File: src/rtl/btn_press_frontend.sv
// btn_press_frontend: button input conditioner for the whack-a-mole game.
// Synchronises the raw pads, debounces every channel on its own, turns
// debounced rising edges into one-cycle presses, and accumulates the presses
// into an event mask that the game FSM collects through a valid/ready handshake.
//
// Ports:
//   clk          in   system clock
//   rst          in   synchronous active-high reset
//   btn_raw      in   asynchronous button pins, active-high
//   btn_level    out  debounced level per button
//   btn_press    out  one-cycle pulse on a debounced 0->1 transition
//   evt_valid    out  event mask holds at least one unconsumed press
//   evt_mask     out  OR of all presses not yet consumed
//   evt_ready    in   consumer takes the event this cycle
//   evt_overflow out  sticky: a press merged into an already-pending bit
module btn_press_frontend #(
    parameter int unsigned NUM_BTN         = 8,
    parameter int unsigned DEBOUNCE_CYCLES = 1000,
    parameter int unsigned CNT_W           = 10
) (
    input  logic               clk,
    input  logic               rst,
    input  logic [NUM_BTN-1:0] btn_raw,
    output logic [NUM_BTN-1:0] btn_level,
    output logic [NUM_BTN-1:0] btn_press,
    output logic               evt_valid,
    output logic [NUM_BTN-1:0] evt_mask,
    input  logic               evt_ready,
    output logic               evt_overflow
);

    localparam logic [CNT_W-1:0] CNT_LAST = CNT_W'(DEBOUNCE_CYCLES - 1);

    logic [NUM_BTN-1:0] s1_q;
    logic [NUM_BTN-1:0] s2_q;
    logic [NUM_BTN-1:0] level_q;
    logic [NUM_BTN-1:0] level_d;
    logic [NUM_BTN-1:0] press_q;
    logic [NUM_BTN-1:0] press_d;
    logic [CNT_W-1:0]   cnt_q [NUM_BTN];
    logic [CNT_W-1:0]   cnt_d [NUM_BTN];
    logic               valid_q;
    logic               valid_d;
    logic [NUM_BTN-1:0] mask_q;
    logic [NUM_BTN-1:0] mask_d;
    logic               ovf_q;
    logic               ovf_d;

    // Per-channel debounce: count consecutive edges where s2 disagrees with
    // the accepted level; any agreement restarts the count.
    always_comb begin
        level_d = level_q;
        for (int i = 0; i < int'(NUM_BTN); i++) begin
            cnt_d[i] = cnt_q[i];
            if (s2_q[i] == level_q[i]) begin
                cnt_d[i] = '0;
            end else if (cnt_q[i] == CNT_LAST) begin
                level_d[i] = s2_q[i];
                cnt_d[i]   = '0;
            end else begin
                cnt_d[i] = cnt_q[i] + CNT_W'(1);
            end
        end
    end

    // Press detect and event accumulation; presses landing in the consume
    // cycle start the next event instead of being dropped.
    always_comb begin
        press_d = level_d & ~level_q;
        mask_d  = mask_q | press_d;
        valid_d = valid_q | (|press_d);
        if (valid_q && evt_ready) begin
            mask_d  = press_d;
            valid_d = |press_d;
        end
        ovf_d = ovf_q | (valid_q & ~evt_ready & (|(press_d & mask_q)));
    end

    always_ff @(posedge clk) begin
        if (rst) begin
            s1_q    <= '0;
            s2_q    <= '0;
            level_q <= '0;
            press_q <= '0;
            valid_q <= 1'b0;
            mask_q  <= '0;
            ovf_q   <= 1'b0;
            for (int i = 0; i < int'(NUM_BTN); i++) begin
                cnt_q[i] <= '0;
            end
        end else begin
            s1_q    <= btn_raw;
            s2_q    <= s1_q;
            level_q <= level_d;
            press_q <= press_d;
            valid_q <= valid_d;
            mask_q  <= mask_d;
            ovf_q   <= ovf_d;
            for (int i = 0; i < int'(NUM_BTN); i++) begin
                cnt_q[i] <= cnt_d[i];
            end
        end
    end

    assign btn_level    = level_q;
    assign btn_press    = press_q;
    assign evt_valid    = valid_q;
    assign evt_mask     = mask_q;
    assign evt_overflow = ovf_q;

endmodule
File: config.mk
export PLATFORM = sky130hd
export DESIGN_NAME = btn_press_frontend
export DESIGN_NICKNAME = d
export VERILOG_FILES = /design/src/rtl/btn_press_frontend.sv
export SDC_FILE = /design/constraint.sdc
export NUM_CORES = 1
export LEC_CHECK = 0
export BUFFER_PORTS_ARGS = -buffer_cell sky130_fd_sc_hd__buf_2
export CORE_MARGIN = 10
export CORE_UTILIZATION = 40
export DETAILED_ROUTE_END_ITERATION = 10
export SYNTH_ARGS = -nofsm -noshare
export SYNTH_HDL_FRONTEND = slang
export SYNTH_SLANG_ARGS = --single-unit
File: constraint.sdc
create_clock -name clk -period 2.3 [get_ports clk]
set_clock_uncertainty 0.1 [all_clocks]
set_input_delay 0.46 -clock clk [delete_from_list [all_inputs] [get_ports clk]]
set_output_delay 0.46 -clock clk [all_outputs]
set_load 0.005 [all_outputs]
==> run summary <==
The run finished with clean final reports. The final antenna-violating net count was 0; the clock latency reported for the late side of the worst-skew pair was 0.42 ns. The total negative slack for setup checks was 0 ns; the number of I/O port buffers was 36. STA puts the critical path data required time at 2.56 ns. The tools report the final net count as 571. The share of the clock period used by the worst path after layout is 0.802.

The adder and majority gate portion of the synthesized area works out to 0.0212. The largest total area in the synthesized netlist belongs to sky130_fd_sc_hd__dfxtp_1. The maximum fanout along the worst path was 4. After synthesis, the cell types taking the most area are sky130_fd_sc_hd__dfxtp_1 52%, sky130_fd_sc_hd__nor2_1 8.0%, sky130_fd_sc_hd__xnor2_1 7.0%. The core box area was 11,500 µm²; the flip-flop and latch count after synthesis was 122. The clock transition at the registers of the reported paths is 0.05 ns, and the sum of net half-perimeters after detailed placement is 6480 µm.

The signal arrival time at the worst endpoint is 2.11 ns, and the fraction of the mapped netlist area in compound gates is 0.0337. The fraction of registers with async set or reset after synthesis was 0. The leftover overflow at the end of global routing came out at 0.

The routed design has 9190 µm of wire. The clock root buffer is sky130_fd_sc_hd__clkbuf_16. The global router's overall resource usage is 0.118. The tightest min-delay check is of the primary input to flop type. The initial standard-cell utilization of the core was 0.412.

The run gives 0 as the count of final hold-check violations. The die covers 16,600 µm². In the final routed layout, each cell accounts on average for 13.0 µm. Share of final-layout standard cells stronger than drive strength 1: 0.127. Counting along the longest clock path gives a buffer depth of 2.

First-pass GRT wire length: 15,700 µm. The run gives 4 as the first-pass iteration count of the detailed router. The number of flops mapped to enable cells by yosys works out to 0. The portion of synthesized cell area occupied by the leading cell type was 0.517.

Static timing analysis puts the maximum clock frequency at 542 MHz. The congestion estimate from routability-driven global placement came to 0.790. For the pin with the worst max-slew slack, the measured transition is 0.590 ns. The cell count after synthesis came out at 505. Setup repair after global routing left no endpoint under its margin. The run gives 3,353 as the number of global-route vias before repair.

The number of different library cells in the post-synthesis netlist came out at 41. Post-CTS timing repair inserted 0 buffers for setup. The die width came out at 129 µm. The run gives 206 as the violation count after the first detailed-routing iteration. The Yosys warning count is 0, and the total number of clock tree sinks is 122. For the number of primary I/O pins, the log shows 37. The max-capacitance violation count is 0. The logs give 30 for the maximum number of pins on one net before global-route repair and 17 for the number of buffers added by the clock tree synthesis step. The part of the Yosys area used for sequential elements is 0.517, and the mean number of vias per cell is 4.87. The basic-gate share of the synthesized area counting and, or, nand and nor cells works out to 0.266. The placement-stage worst setup slack is 0.454 ns. The commonest register cell after synthesis was sky130_fd_sc_hd__dfxtp_1. The number of nets handed over by synthesis was 524.

The run gives 4720 µm² as the netlist area before placement. The antenna diode instance count came out at 0. The area added between synthesis and finish works out to 20.8%. The number of placement rows came out at 39. The floorplan die height was 129 µm.

In this run the static leakage power is 2.15 nW. Setup violations remaining at the end of the flow were counted as 0. For the remaining max-slew budget at the tightest pin, the log shows 0.607. The startpoint class of the critical path was a flop. The number of hold buffers added after CTS was 0. The time the final worst path needs with I/O delays and setup is 1.85 ns, and the xor/xnor cell area share of the yosys netlist is 0.128.

The final route contains 3,451 vias. The power per cell area is 889 nW/µm², and the count of instances resized after the clock tree is built is 0. The run gives 0 as the number of antenna violations at the first check in global routing. The logs give 0.148 ns for the worst hold slack and 4 for the H-tree depth reported by CTS. The average size of a mapped cell came out at 9.35 µm². The endpoint kind of the worst setup timing path is a flop. For the post-route worst setup slack, the log shows 0.455 ns.

After synthesis, the largest family of logic cells by area is simple AND/OR/NAND/NOR gates. In the routed design, unresolved DRC markers number 0. The critical path is of the flop to flop type. VDD sags by at most 0.000626 V. The total count of max-transition violations in the final report is 0. The proportion of synthesized area in mux cells works out to 0.0148. TritonCTS built the clock tree.
## cells in the final DEF (no fill, tap or decap), types with 2 or more instances in the layout
cell type,count
sky130_fd_sc_hd__nand2b_1,5
sky130_fd_sc_hd__nor2_1,101
sky130_fd_sc_hd__nand2_1,24
sky130_fd_sc_hd__nand3_1,38
sky130_fd_sc_hd__clkbuf_16,17
sky130_fd_sc_hd__nor3b_1,2
sky130_fd_sc_hd__xor2_1,31
sky130_fd_sc_hd__a21o_1,8
sky130_fd_sc_hd__buf_2,36
sky130_fd_sc_hd__nor4_1,2
sky130_fd_sc_hd__mux2i_1,7
sky130_fd_sc_hd__dfxtp_1,122
sky130_fd_sc_hd__nor2b_1,19
sky130_fd_sc_hd__nand4b_1,2
sky130_fd_sc_hd__or3_1,8
sky130_fd_sc_hd__a21oi_1,6
sky130_fd_sc_hd__clkbuf_8,2
sky130_fd_sc_hd__o21ai_0,3
sky130_fd_sc_hd__and3_1,20
sky130_fd_sc_hd__bufinv_16,5
sky130_fd_sc_hd__nand4_1,4
sky130_fd_sc_hd__ha_1,8
sky130_fd_sc_hd__and2_1,2
sky130_fd_sc_hd__clkbuf_1,5
sky130_fd_sc_hd__inv_1,12
sky130_fd_sc_hd__xnor2_1,38
sky130_fd_sc_hd__a31oi_1,2
sky130_fd_sc_hd__buf_4,2
sky130_fd_sc_hd__nor3_1,13
sky130_fd_sc_hd__nand4bb_1,3
sky130_fd_sc_hd__clkinv_2,3
## logic make-up (layout without fill, tap and decap cells)
kind of cell / after synthesis / in the layout
AOI/OAI and AO/OA: 24 / 24
xor gates and xnor gates: 69 / 69
adders and majority gates: 8 / 8
buffers and inverters: 23 / 83
DFF: 122 / 122
muxes: 7 / 7
and+or+nand+nor: 252 / 252
## routing by layer
layer  routed length [µm]  GRT usage  part of all wire  vias up
met1                 4280      0.141              0.47     1602
met2                 4120      0.178              0.45       58
met4                  177     0.0622             0.019        0
met5                    0          0                 0        -
li1                     -          -                 -     1775
met3                  613     0.0505             0.067       16
## through the flow
step	total power, W	cell area, µm²	utilization	cells
final	0.00507	5710	0.498	708
after CTS	0.00512	5710	0.498	708
after global routing	0.00524	5710	0.498	708
after floorplan	0.00223	4720	-	505
after global placement	0.00225	5070	0.442	676
after detailed placement	0.00226	5070	0.442	676
## cell type report
| cell class | instances | area [µm²] |
|---|---|---|
| Sequential cell | 122 | 2440 |
| Multi-Input combinational cell | 360 | 2190 |
| Clock inverter | 8 | 165 |
| Timing Repair Buffer | 39 | 215 |
| Clock buffer | 24 | 472 |
| Inverter | 12 | 45.0 |
| Tap cell | 143 | 179 |
| Fill cell | 1084 | 5760 |
## state kept, by name, indices dropped and copies added, names as in the netlist
register	cells
btn_level	8
btn_press	8
cnt_q	80
evt_mask	8
evt_overflow	1
evt_valid	1
s1_q	8
s2_q	8
## final timing paths
check / startpoint / endpoint / slack, ns / cells after the start
worst max-delay path: cnt_q[1][10] / evt_mask[5] / 0.45 / 6
worst min-delay path: btn_raw[0] / s1_q[0] / 0.15 / 2
worst max register to register: cnt_q[1][10] / evt_mask[5] / 0.45 / 6
worst min register to register: s1_q[5] / s2_q[5] / 0.33 / 1
## cell usage after synthesis (all sizes together), types with 2 or more instances
master and n:
a21o 8, a21oi 6, a31oi 2, and2 2, and3 20, buf 6
clkbuf 5, dfxtp 122, ha 8, inv 12, mux2i 7, nand2 25
nand2b 5, nand3 38, nand4 4, nand4b 2, nand4bb 3, nor2 102
nor2b 19, nor3 13, nor3b 2, nor4 3, o21ai 3, or3 10
or3b 2, xnor2 38, xor2 31
## worst max-delay path: stages, from the launching register on
cell and delay [ns]:
sky130_fd_sc_hd__dfxtp_1 0.35, sky130_fd_sc_hd__ha_1 0.23, sky130_fd_sc_hd__nand2_2 0.09, sky130_fd_sc_hd__or3_4 0.42
sky130_fd_sc_hd__or3b_4 0.43, sky130_fd_sc_hd__nor2_4 0.09, sky130_fd_sc_hd__a21o_1 0.08
## where the power goes
part	internal, W	switching (W)
combinational	0.0000285	0.0000382
clock	0.00197	0.000889
sequential	0.00213	0.0000105
total	0.00413	0.000938
(Power assumes the default switching activity.)
